<file path="src/rtl/accel_mem_pkg.sv">
// accel_mem_pkg: shared widths, requester IDs, key window and lock FSM encodings
package accel_mem_pkg;
    localparam int ADDR_W = 19;
    localparam int DATA_W = 19;
    localparam logic REQ_FFT = 1'b0;
    localparam logic REQ_CRYPTO = 1'b1;
    localparam logic [1:0] KEY_WIN = 2'b11;
    typedef enum logic {
        LK_IDLE   = 1'b0,
        LK_LOCKED = 1'b1
    } lock_state_e;
endpackage

</file>
<file path="src/rtl/accel_rr_lock_arb.sv">
// accel_rr_lock_arb: two-way round-robin arbiter with bounded burst lock
module accel_rr_lock_arb
    import accel_mem_pkg::*;
#(
    parameter int LOCK_MAX = 8
) (
    input  logic       clk,
    input  logic       rst,
    input  logic       cpu_active,
    input  logic [1:0] valid,
    input  logic [1:0] lock,
    output logic [1:0] grant
);
    localparam int LC_W = $clog2(LOCK_MAX + 1);
    lock_state_e state, state_n;
    logic ptr, ptr_n, owner, owner_n, win, any;
    logic [LC_W-1:0] lock_cnt, lock_cnt_n;

    always_comb begin
        win = (state == LK_LOCKED) ? owner : (valid[0] & valid[1]) ? ptr : valid[REQ_CRYPTO];
        any = !cpu_active && valid[win];
        grant = any ? (2'b01 << win) : 2'b00;
        state_n = state;
        ptr_n = ptr;
        owner_n = owner;
        lock_cnt_n = lock_cnt;
        // lock_cnt is 0 in IDLE, so the same bound covers entering and extending a lock
        if (any) begin
            if (lock[win] && int'(lock_cnt) + 1 < LOCK_MAX) begin
                state_n = LK_LOCKED;
                owner_n = win;
                lock_cnt_n = lock_cnt + 1'b1;
            end else begin
                state_n = LK_IDLE;
                ptr_n = ~win;
                lock_cnt_n = '0;
            end
        end else if (state == LK_LOCKED && !valid[owner]) begin
            state_n = LK_IDLE;
            ptr_n = ~owner;
            lock_cnt_n = '0;
        end
    end

    always_ff @(posedge clk or posedge rst) begin
        if (rst) begin
            state <= LK_IDLE;
            ptr <= REQ_FFT;
            owner <= REQ_FFT;
            lock_cnt <= '0;
        end else begin
            state <= state_n;
            ptr <= ptr_n;
            owner <= owner_n;
            lock_cnt <= lock_cnt_n;
        end
    end
endmodule

</file>
<file path="src/rtl/accel_mem_responder.sv">
// accel_mem_responder: shares the data-memory port between FFT and crypto units behind the MEM stage
module accel_mem_responder #(
    parameter int ADDR_W   = accel_mem_pkg::ADDR_W,
    parameter int DATA_W   = accel_mem_pkg::DATA_W,
    parameter int LOCK_MAX = 8,
    parameter int CNT_W    = 16
) (
    input  logic              clk,
    input  logic              rst,
    input  logic              cpu_active,
    input  logic              fft_req_valid,
    output logic              fft_req_ready,
    input  logic              fft_req_we,
    input  logic              fft_req_lock,
    input  logic [ADDR_W-1:0] fft_req_addr,
    input  logic [DATA_W-1:0] fft_req_wdata,
    output logic              fft_rsp_valid,
    output logic [DATA_W-1:0] fft_rsp_data,
    output logic              fft_rsp_err,
    input  logic              crypto_req_valid,
    output logic              crypto_req_ready,
    input  logic              crypto_req_we,
    input  logic              crypto_req_lock,
    input  logic [ADDR_W-1:0] crypto_req_addr,
    input  logic [DATA_W-1:0] crypto_req_wdata,
    output logic              crypto_rsp_valid,
    output logic [DATA_W-1:0] crypto_rsp_data,
    output logic              crypto_rsp_err,
    output logic              mem_en,
    output logic              mem_we,
    output logic [ADDR_W-1:0] mem_addr,
    output logic [DATA_W-1:0] mem_wdata,
    input  logic [DATA_W-1:0] mem_rdata,
    output logic [CNT_W-1:0]  fft_stall_cnt,
    output logic [CNT_W-1:0]  crypto_stall_cnt
);
    import accel_mem_pkg::*;
    logic [1:0] grant;
    logic sel, sel_we, key, acc;
    logic [ADDR_W-1:0] sel_addr;
    logic [DATA_W-1:0] sel_wdata;
    logic rsp_v, rsp_id, rsp_rd, rsp_err;

    accel_rr_lock_arb #(.LOCK_MAX(LOCK_MAX)) u_arb (
        .clk(clk),
        .rst(rst),
        .cpu_active(cpu_active),
        .valid({crypto_req_valid, fft_req_valid}),
        .lock({crypto_req_lock, fft_req_lock}),
        .grant(grant)
    );

    assign fft_req_ready = grant[REQ_FFT];
    assign crypto_req_ready = grant[REQ_CRYPTO];

    // key-window beats complete the handshake but never reach the memory
    always_comb begin
        sel = grant[REQ_CRYPTO];
        sel_we = sel ? crypto_req_we : fft_req_we;
        sel_addr = sel ? crypto_req_addr : fft_req_addr;
        sel_wdata = sel ? crypto_req_wdata : fft_req_wdata;
        key = sel_addr[ADDR_W-1 -: 2] == KEY_WIN;
        acc = |grant & ~key;
        mem_en = acc;
        mem_we = acc & sel_we;
        mem_addr = acc ? sel_addr : '0;
        mem_wdata = (acc & sel_we) ? sel_wdata : '0;
    end

    always_ff @(posedge clk or posedge rst) begin
        if (rst) begin
            rsp_v <= 1'b0;
            rsp_id <= REQ_FFT;
            rsp_rd <= 1'b0;
            rsp_err <= 1'b0;
        end else begin
            rsp_v <= |grant;
            rsp_id <= sel;
            rsp_rd <= acc & ~sel_we;
            rsp_err <= |grant & key;
        end
    end

    assign fft_rsp_valid = rsp_v & (rsp_id == REQ_FFT);
    assign crypto_rsp_valid = rsp_v & (rsp_id == REQ_CRYPTO);
    assign fft_rsp_err = fft_rsp_valid & rsp_err;
    assign crypto_rsp_err = crypto_rsp_valid & rsp_err;
    assign fft_rsp_data = (fft_rsp_valid & rsp_rd) ? mem_rdata : '0;
    assign crypto_rsp_data = (crypto_rsp_valid & rsp_rd) ? mem_rdata : '0;

    always_ff @(posedge clk or posedge rst) begin
        if (rst) begin
            fft_stall_cnt <= '0;
            crypto_stall_cnt <= '0;
        end else begin
            if (fft_req_valid & ~fft_req_ready & ~&fft_stall_cnt)
                fft_stall_cnt <= fft_stall_cnt + 1'b1;
            if (crypto_req_valid & ~crypto_req_ready & ~&crypto_stall_cnt)
                crypto_stall_cnt <= crypto_stall_cnt + 1'b1;
        end
    end
endmodule
</file>
<file path="config.mk">
export PLATFORM = sky130hd
export DESIGN_NAME = accel_mem_responder
export DESIGN_NICKNAME = d
export VERILOG_FILES = /design/src/rtl/accel_mem_pkg.sv /design/src/rtl/accel_rr_lock_arb.sv /design/src/rtl/accel_mem_responder.sv
export SDC_FILE = /design/constraint.sdc
export NUM_CORES = 1
export LEC_CHECK = 0
export CAP_MARGIN = 5
export CORE_UTILIZATION = 35
export CTS_CLUSTER_DIAMETER = 30
export DETAILED_ROUTE_END_ITERATION = 16
export GPL_TIMING_DRIVEN = 0
export PLACE_DENSITY = 0.83
export SETUP_SLACK_MARGIN = 0.1
export SLEW_MARGIN = 30
export SYNTH_ARGS = -nofsm -noshare
export SYNTH_HDL_FRONTEND = slang
export SYNTH_SLANG_ARGS = --single-unit
</file>
<file path="constraint.sdc">
create_clock -name clk -period 2.8 [get_ports clk]
set_input_delay 0.28 -clock clk [delete_from_list [all_inputs] [get_ports clk]]
set_output_delay 0.28 -clock clk [all_outputs]
set_load 0.005 [all_outputs]
</file>
==> impl_metrics.ini, run 1 <==
[die]
dieHeight_um = 93.44
initial_utilization_pct = 37.10
std_cell_rows = 32
pin_count = 220
core_area_um2 = 7888
dieArea_um2 = 8731
die_w_um = 93.44

[place]
dpl.hpwl_mm = 8.456
portBuffers = 219
dp_cells = 703
finalWeightedCongestion = 0.8173

[clock_tree]
htree_num_levels = 2
holdBufCountCts = 0
cts_buffer_depth = 2
tritoncts = yes
clock-sinks = 43
root_buffer = clkbuf_8
cts-buffers-inserted = 5
clkTransAtPathRegs_ns = 0.08
worstSkewPairLatency_ns = 0.30

[synth]
synth.top_cell.area_share_pct = 36.77
synth_edf_count = 0
synth_top_family_by_area = simple AND/OR/NAND/NOR gates
synth_xor_area_share_pct = 8.380
synth-compound-area-share_pct = 12.48
postSynthAreaPerCell_um2 = 7.681
synth_top_area_cell = dfrtp_1
yosys.area_share.adder_pct = 1.283
synth_area_um2 = 2927
synth_fp_nets = 488
postSynthCellCount = 381
yosys_register_bits = 43
ys_warn_count = 0
ys.flop_type = dfrtp_1
synth_common_cells = nand2_1, a21oi_1, dfrtp_1, and3_1, and2_1
synth_most_common_cell = nand2_1
yosys.area_share.simple_pct = 34.72
async_reset_ff_share_pct = 100.0
synth.area.top_cells = dfrtp_1, nand2_1, a21oi_1
synth_cell_type_count = 42
yosysSeqAreaShare_pct = 36.77
synth.area.mux_share_pct = 2.223

[detailed_routing]
wirelength_mm = 10.84
vias_per_cell = 4.914
dr.pass1.iters = 4
ant_nets = 0
drtIter0Drc = 160
wire_per_inst_um = 14.80
drcViolationCount = 0
vias = 3597

[grt]
gr-total-overflow = 0
grt_pass1_wl_mm = 16.93
grt_use_total_pct = 24.36
grt_pass1_vias = 3530
grt_max_degree = 28
antenna_found_initial = 0

[sta]
worstMarginPinSlew_ns = 0.7280
final_max_slew_viol_count = 0
finalCriticalPeriod_ns = 2.671
fmax_mhz = 374.3
setup_violations = 0
period_share_pct = 95.41
max_slew_margin_pct = 50.79
rsz0062_at_grt = true
fin_skew_ns = 0.01144
hold_violations = 0

[cells_and_area]
layout-drive-gt1-share_pct = 10.79
antenna_cells = 0
final_util_pct = 69.70
fill_cells = 656
nets = 736
finish.cell_count_without_fillers = 732
area_delta_synth_final_pct = 87.86

[setup_path]
rrSetupSlack_ns = 0.38
crit_arrival_ns = 2.39
reg2reg_depth = 7
critPathLaunchType = flop
crit_required_ns = 2.52
worstSetupPathType = flop to output port
cp-end-kind = output port
crit_fanout = 7

[flow_run]
drv_cap = 0

[power_and_ir_drop]
vdd_drop_max_mv = 0.3984
power_leakage_uw = 0.002558
powerDensity_nw_per_um2 = 449.3

[run_status]
status = complete, no violations

[worst_hold_path]
hold_path.class = input port to asynchronous set/reset pin
## final timing paths
check | startpoint | end
hold / removal | rst | crypto_stall_cnt[14]$_DFFE_PP0P_
setup reg to reg | u_arb.state$_DFFE_PP0P_ | crypto_stall_cnt[1]$_DFFE_PP0P_
setup / recovery | u_arb.state$_DFFE_PP0P_ | mem_we
min in group clk | fft_stall_cnt[5]$_DFFE_PP0P_ | fft_stall_cnt[5]$_DFFE_PP0P_
hold reg to reg | fft_stall_cnt[5]$_DFFE_PP0P_ | fft_stall_cnt[5]$_DFFE_PP0P_
max in group asynchronous | rst | rsp_v$_DFF_PP0_
## metal layers
layer | track usage [%] | up-vias | share of wire, %
met1 | 29.35 | 1652 | 40
li1 | - | 1788 | -
met2 | 43.57 | 147 | 52
met3 | 6.585 | 10 | 7.8
met4 | 4.487 | 0 | 0.91
met5 | 0 | - | 0
## area by class of cell
type / instances / area (µm²) / area share [%]
plain buffers: 19 / 106.4 / 1.934
well taps: 102 / 127.6 / 2.321
clock inverters: 2 / 16.27 / 0.2959
repair buffers: 241 / 2282 / 41.51
clock buffers: 6 / 82.58 / 1.502
multi-input cells: 307 / 1757 / 31.95
inverters: 12 / 50.05 / 0.9103
flip-flops and latches: 43 / 1076 / 19.57
## layout by cell type, fill, tap and decap left out, types with 3 or more instances in the layout
cell type        instances
nor2b_1                  3
xnor2_1                 15
ha_1                     3
clkbuf_1                 8
dfrtp_1                 43
nand4_1                  8
clkbuf_4                 4
clkbuf_2                 8
nand3_1                 13
inv_1                   10
nor2_1                  17
o21ai_0                  4
xor2_1                  13
clkbuf_8                 6
buf_2                    7
and2_1                  24
buf_4                   23
clkdlybuf4s50_1        179
dlygate4sd2_1           28
nand2_1                 92
a21oi_1                 42
mux2_2                   4
nor3_1                   5
and3_1                  29
## through the flow
step | TNS [ns] | total power [µW] | instance area [µm²] | hold WS [ns] | setup WS (ns)
after floorplan | 0 | 1370 | 2927 | 0.4496 | 0.7152
after global placement | -17.78 | 1951 | 5246 | 0.4769 | -0.5388
after detailed placement | -19.28 | 1992 | 5266 | 0.4754 | -0.5712
after CTS | 0 | 2452 | 5465 | 0.2861 | 0.01554
after global routing | 0 | 2650 | 5498 | 0.3053 | 0.0008300
final | 0 | 2470 | 5498 | 0.2771 | 0.1286
## state kept, by name (all words and copies together) (netlist names)
signal,count
rsp_rd,1
u_arb.ptr,1
u_arb.state,1
rsp_id,1
rsp_err,1
rsp_v,1
crypto_stall_cnt,16
fft_stall_cnt,16
u_arb.lock_cnt,4
u_arb.owner,1
## critical path, stage by stage (launching register included)
cell	delay, ns
dfrtp_1	0.38
buf_6	0.13
or3b_4	0.41
nand3_4	0.11
clkinv_4	0.09
and3_1	0.17
o21ai_1	0.18
buf_4	0.17
inv_1	0.04
clkdlybuf4s50_1	0.43
## where the power goes
part	switching, µW	total (µW)	internal (µW)	leakage [µW]
Clock	215	416	201	0.0000474
Sequential	175	928	753	0.000552
Combinational	465	1130	661	0.00196
Total	855	2470	1620	0.00256
## cell families after synthesis
kind of cell,Yosys count
AOI/OAI and AO/OA,63
xor gates and xnor gates,28
adders and majority gates,3
buffers and inverters,31
DFF,43
muxes,6
and+or+nand+nor,207
## timing repair
item	CTS	global route
gates resized for setup	81	14
gates cloned	2	0
pin swaps	2	2
setup buffers	11	9
setup endpoints to repair	41	23
Power figures use the tool's default switching activity.
==> run 2: changes to the inputs <==
--- a/config.mk
+++ b/config.mk
@@ -11,7 +11,6 @@
 export DETAILED_ROUTE_END_ITERATION = 16
 export GPL_TIMING_DRIVEN = 0
 export PLACE_DENSITY = 0.83
-export SETUP_SLACK_MARGIN = 0.1
 export SLEW_MARGIN = 30
 export SYNTH_ARGS = -nofsm -noshare
 export SYNTH_HDL_FRONTEND = slang
==> impl_metrics.ini, run 2 (synthesized netlist as in run 1, its figures left out) <==
[die]
die_w_um = 93.44
dieHeight_um = 93.44
pin_count = 220
core_area_um2 = 7888
dieArea_um2 = 8731
std_cell_rows = 32
initial_utilization_pct = 37.10

[sta]
setup_violations = 0
worstMarginPinSlew_ns = 0.7066
max_slew_margin_pct = 52.23
period_share_pct = 95.58
fin_skew_ns = 0.01238
finalCriticalPeriod_ns = 2.676
fmax_mhz = 373.7
hold_violations = 0
whs_ns = 0.2783
final_max_slew_viol_count = 0

[detailed_routing]
vias = 3655
wirelength_mm = 10.92
drtIter0Drc = 173
dr.pass1.iters = 5
wire_per_inst_um = 14.93
vias_per_cell = 5.000
drcViolationCount = 0
ant_nets = 0

[clock_tree]
cts-buffers-inserted = 5
holdBufCountCts = 0
worstSkewPairLatency_ns = 0.30
clock-sinks = 43
htree_num_levels = 2
clkTransAtPathRegs_ns = 0.08
tritoncts = yes
cts_buffer_depth = 2
root_buffer = clkbuf_8

[grt]
grt_use_total_pct = 24.48
grt_pass1_vias = 3603
grt_pass1_wl_mm = 16.99
grt_max_degree = 28
antenna_found_initial = 0
gr-total-overflow = 0

[cells_and_area]
fill_cells = 640
nets = 735
layout_commonest_cell = clkdlybuf4s50_1
area_delta_synth_final_pct = 88.41
layout-drive-gt1-share_pct = 10.17
multi_input_area_um2 = 1760
reg_top3 = crypto_stall_cnt x16, fft_stall_cnt x16, u_arb.lock_cnt x4
seq_area_um2 = 1076
mostFrequentLayoutCells = clkdlybuf4s50_1, nand2_1, dfrtp_1, a21oi_1, and3_1
final_util_pct = 69.91
final_area_um2 = 5514
antenna_cells = 0

[setup_path]
worstSetupPathType = flop to output port
worst_path_max_delay_cell = or3b_4
rrSetupSlack_ns = 0.61
critPathLaunchType = flop
max_stage_delay_ns = 0.40
path_cells = buf_6 -> or3b_4 -> nand3_4 -> clkinv_4 -> o211ai_1 -> buf_4 -> clkbuf_4 -> a21oi_1 -> dlygate4sd2_1
crit_arrival_ns = 2.40
crit_fanout = 9
crit_required_ns = 2.52
cp-end-kind = output port

[power_and_ir_drop]
powerDensity_nw_per_um2 = 446.9
finalPower_uw = 2464
vdd_drop_max_mv = 0.4008
power_leakage_uw = 0.002572

[place]
finalWeightedCongestion = 0.8173
dpl.hpwl_mm = 8.456
portBuffers = 219
place_area_um2 = 5266

[run_status]
status = complete, no violations

[flow_run]
drv_cap = 0

[worst_hold_path]
hold_path.class = input port to asynchronous set/reset pin
==> run 2: cell types whose count changed in the layout (fill, tap and decap cells not counted), sizes merged <==
| cell | previous run | this run |
|---|---|---|
| buf | 32 | 27 |
| clkbuf | 26 | 27 |
| clkdlybuf4s15 | 0 | 2 |
| dlygate4sd2 | 28 | 27 |
| dlymetal6s2s | 1 | 3 |
==> run 2: worst paths after layout <==
check,startpoint,end,depth (start not counted)
worst max register to register,u_arb.state$_DFFE_PP0P_,crypto_stall_cnt[1]$_DFFE_PP0P_,5
worst min register to register,fft_stall_cnt[5]$_DFFE_PP0P_,fft_stall_cnt[5]$_DFFE_PP0P_,1
worst min-delay path,rst,crypto_stall_cnt[14]$_DFFE_PP0P_,2
max in group asynchronous,rst,rsp_v$_DFF_PP0_,3
worst max-delay path,u_arb.state$_DFFE_PP0P_,mem_addr[9],9
min in group clk,fft_stall_cnt[5]$_DFFE_PP0P_,fft_stall_cnt[5]$_DFFE_PP0P_,1
==> run 2: layer usage <==
metal  vias up  GRT usage (%)  routed length (µm)
met1      1675          29.04                4249
met4         0          5.385                 152
met2       169          43.57                5621
li1       1791              -                   -
met5         -              0                   0
met3        20          7.073                 893
==> run 2: power by group <==
part           switching (µW)  internal (µW)  leakage [µW]
Sequential                176            753      0.000552
Clock                     213            201     0.0000474
Combinational             470            651       0.00197
Total                     859           1610       0.00257
==> run 2: layout make-up <==
type                    count  area share [%]
repair buffers            240           41.64
inverters                  12          0.9076
clock buffers               6           1.498
flip-flops and latches     43           19.51
well taps                 102           2.314
plain buffers              19           1.906
multi-input cells         307           31.93
clock inverters             2          0.2950
==> run 2: timing repair <==
item / CTS / global route
buffers inserted: 15 / 3
pin swaps: 1 / 1
hold endpoints to repair: 0 / 0
gates resized for setup: 61 / 27
endpoints found under the setup margin: 41 / 22
gates cloned: 2 / 0
==> run 2: worst max-delay path, delay by kind of cell (launching register included) <==
kind,cells,cell delay [ns]
flip-flops,1,0.38
buffers and inverters,5,0.82
AO/OA/AOI/OAI,2,0.39
AND/OR/NAND/NOR,2,0.52
==> run 2: through the flow <==
stage | worst slack, ns | setup TNS [ns] | cells
floorplan | 0.7152 | 0 | 381
global placement | -0.5388 | -17.78 | 702
detailed placement | -0.5712 | -19.28 | 703
CTS | 0.002376 | 0 | 728
global route | -0.01128 | -0.03018 | 731
finish | 0.1238 | 0 | 731
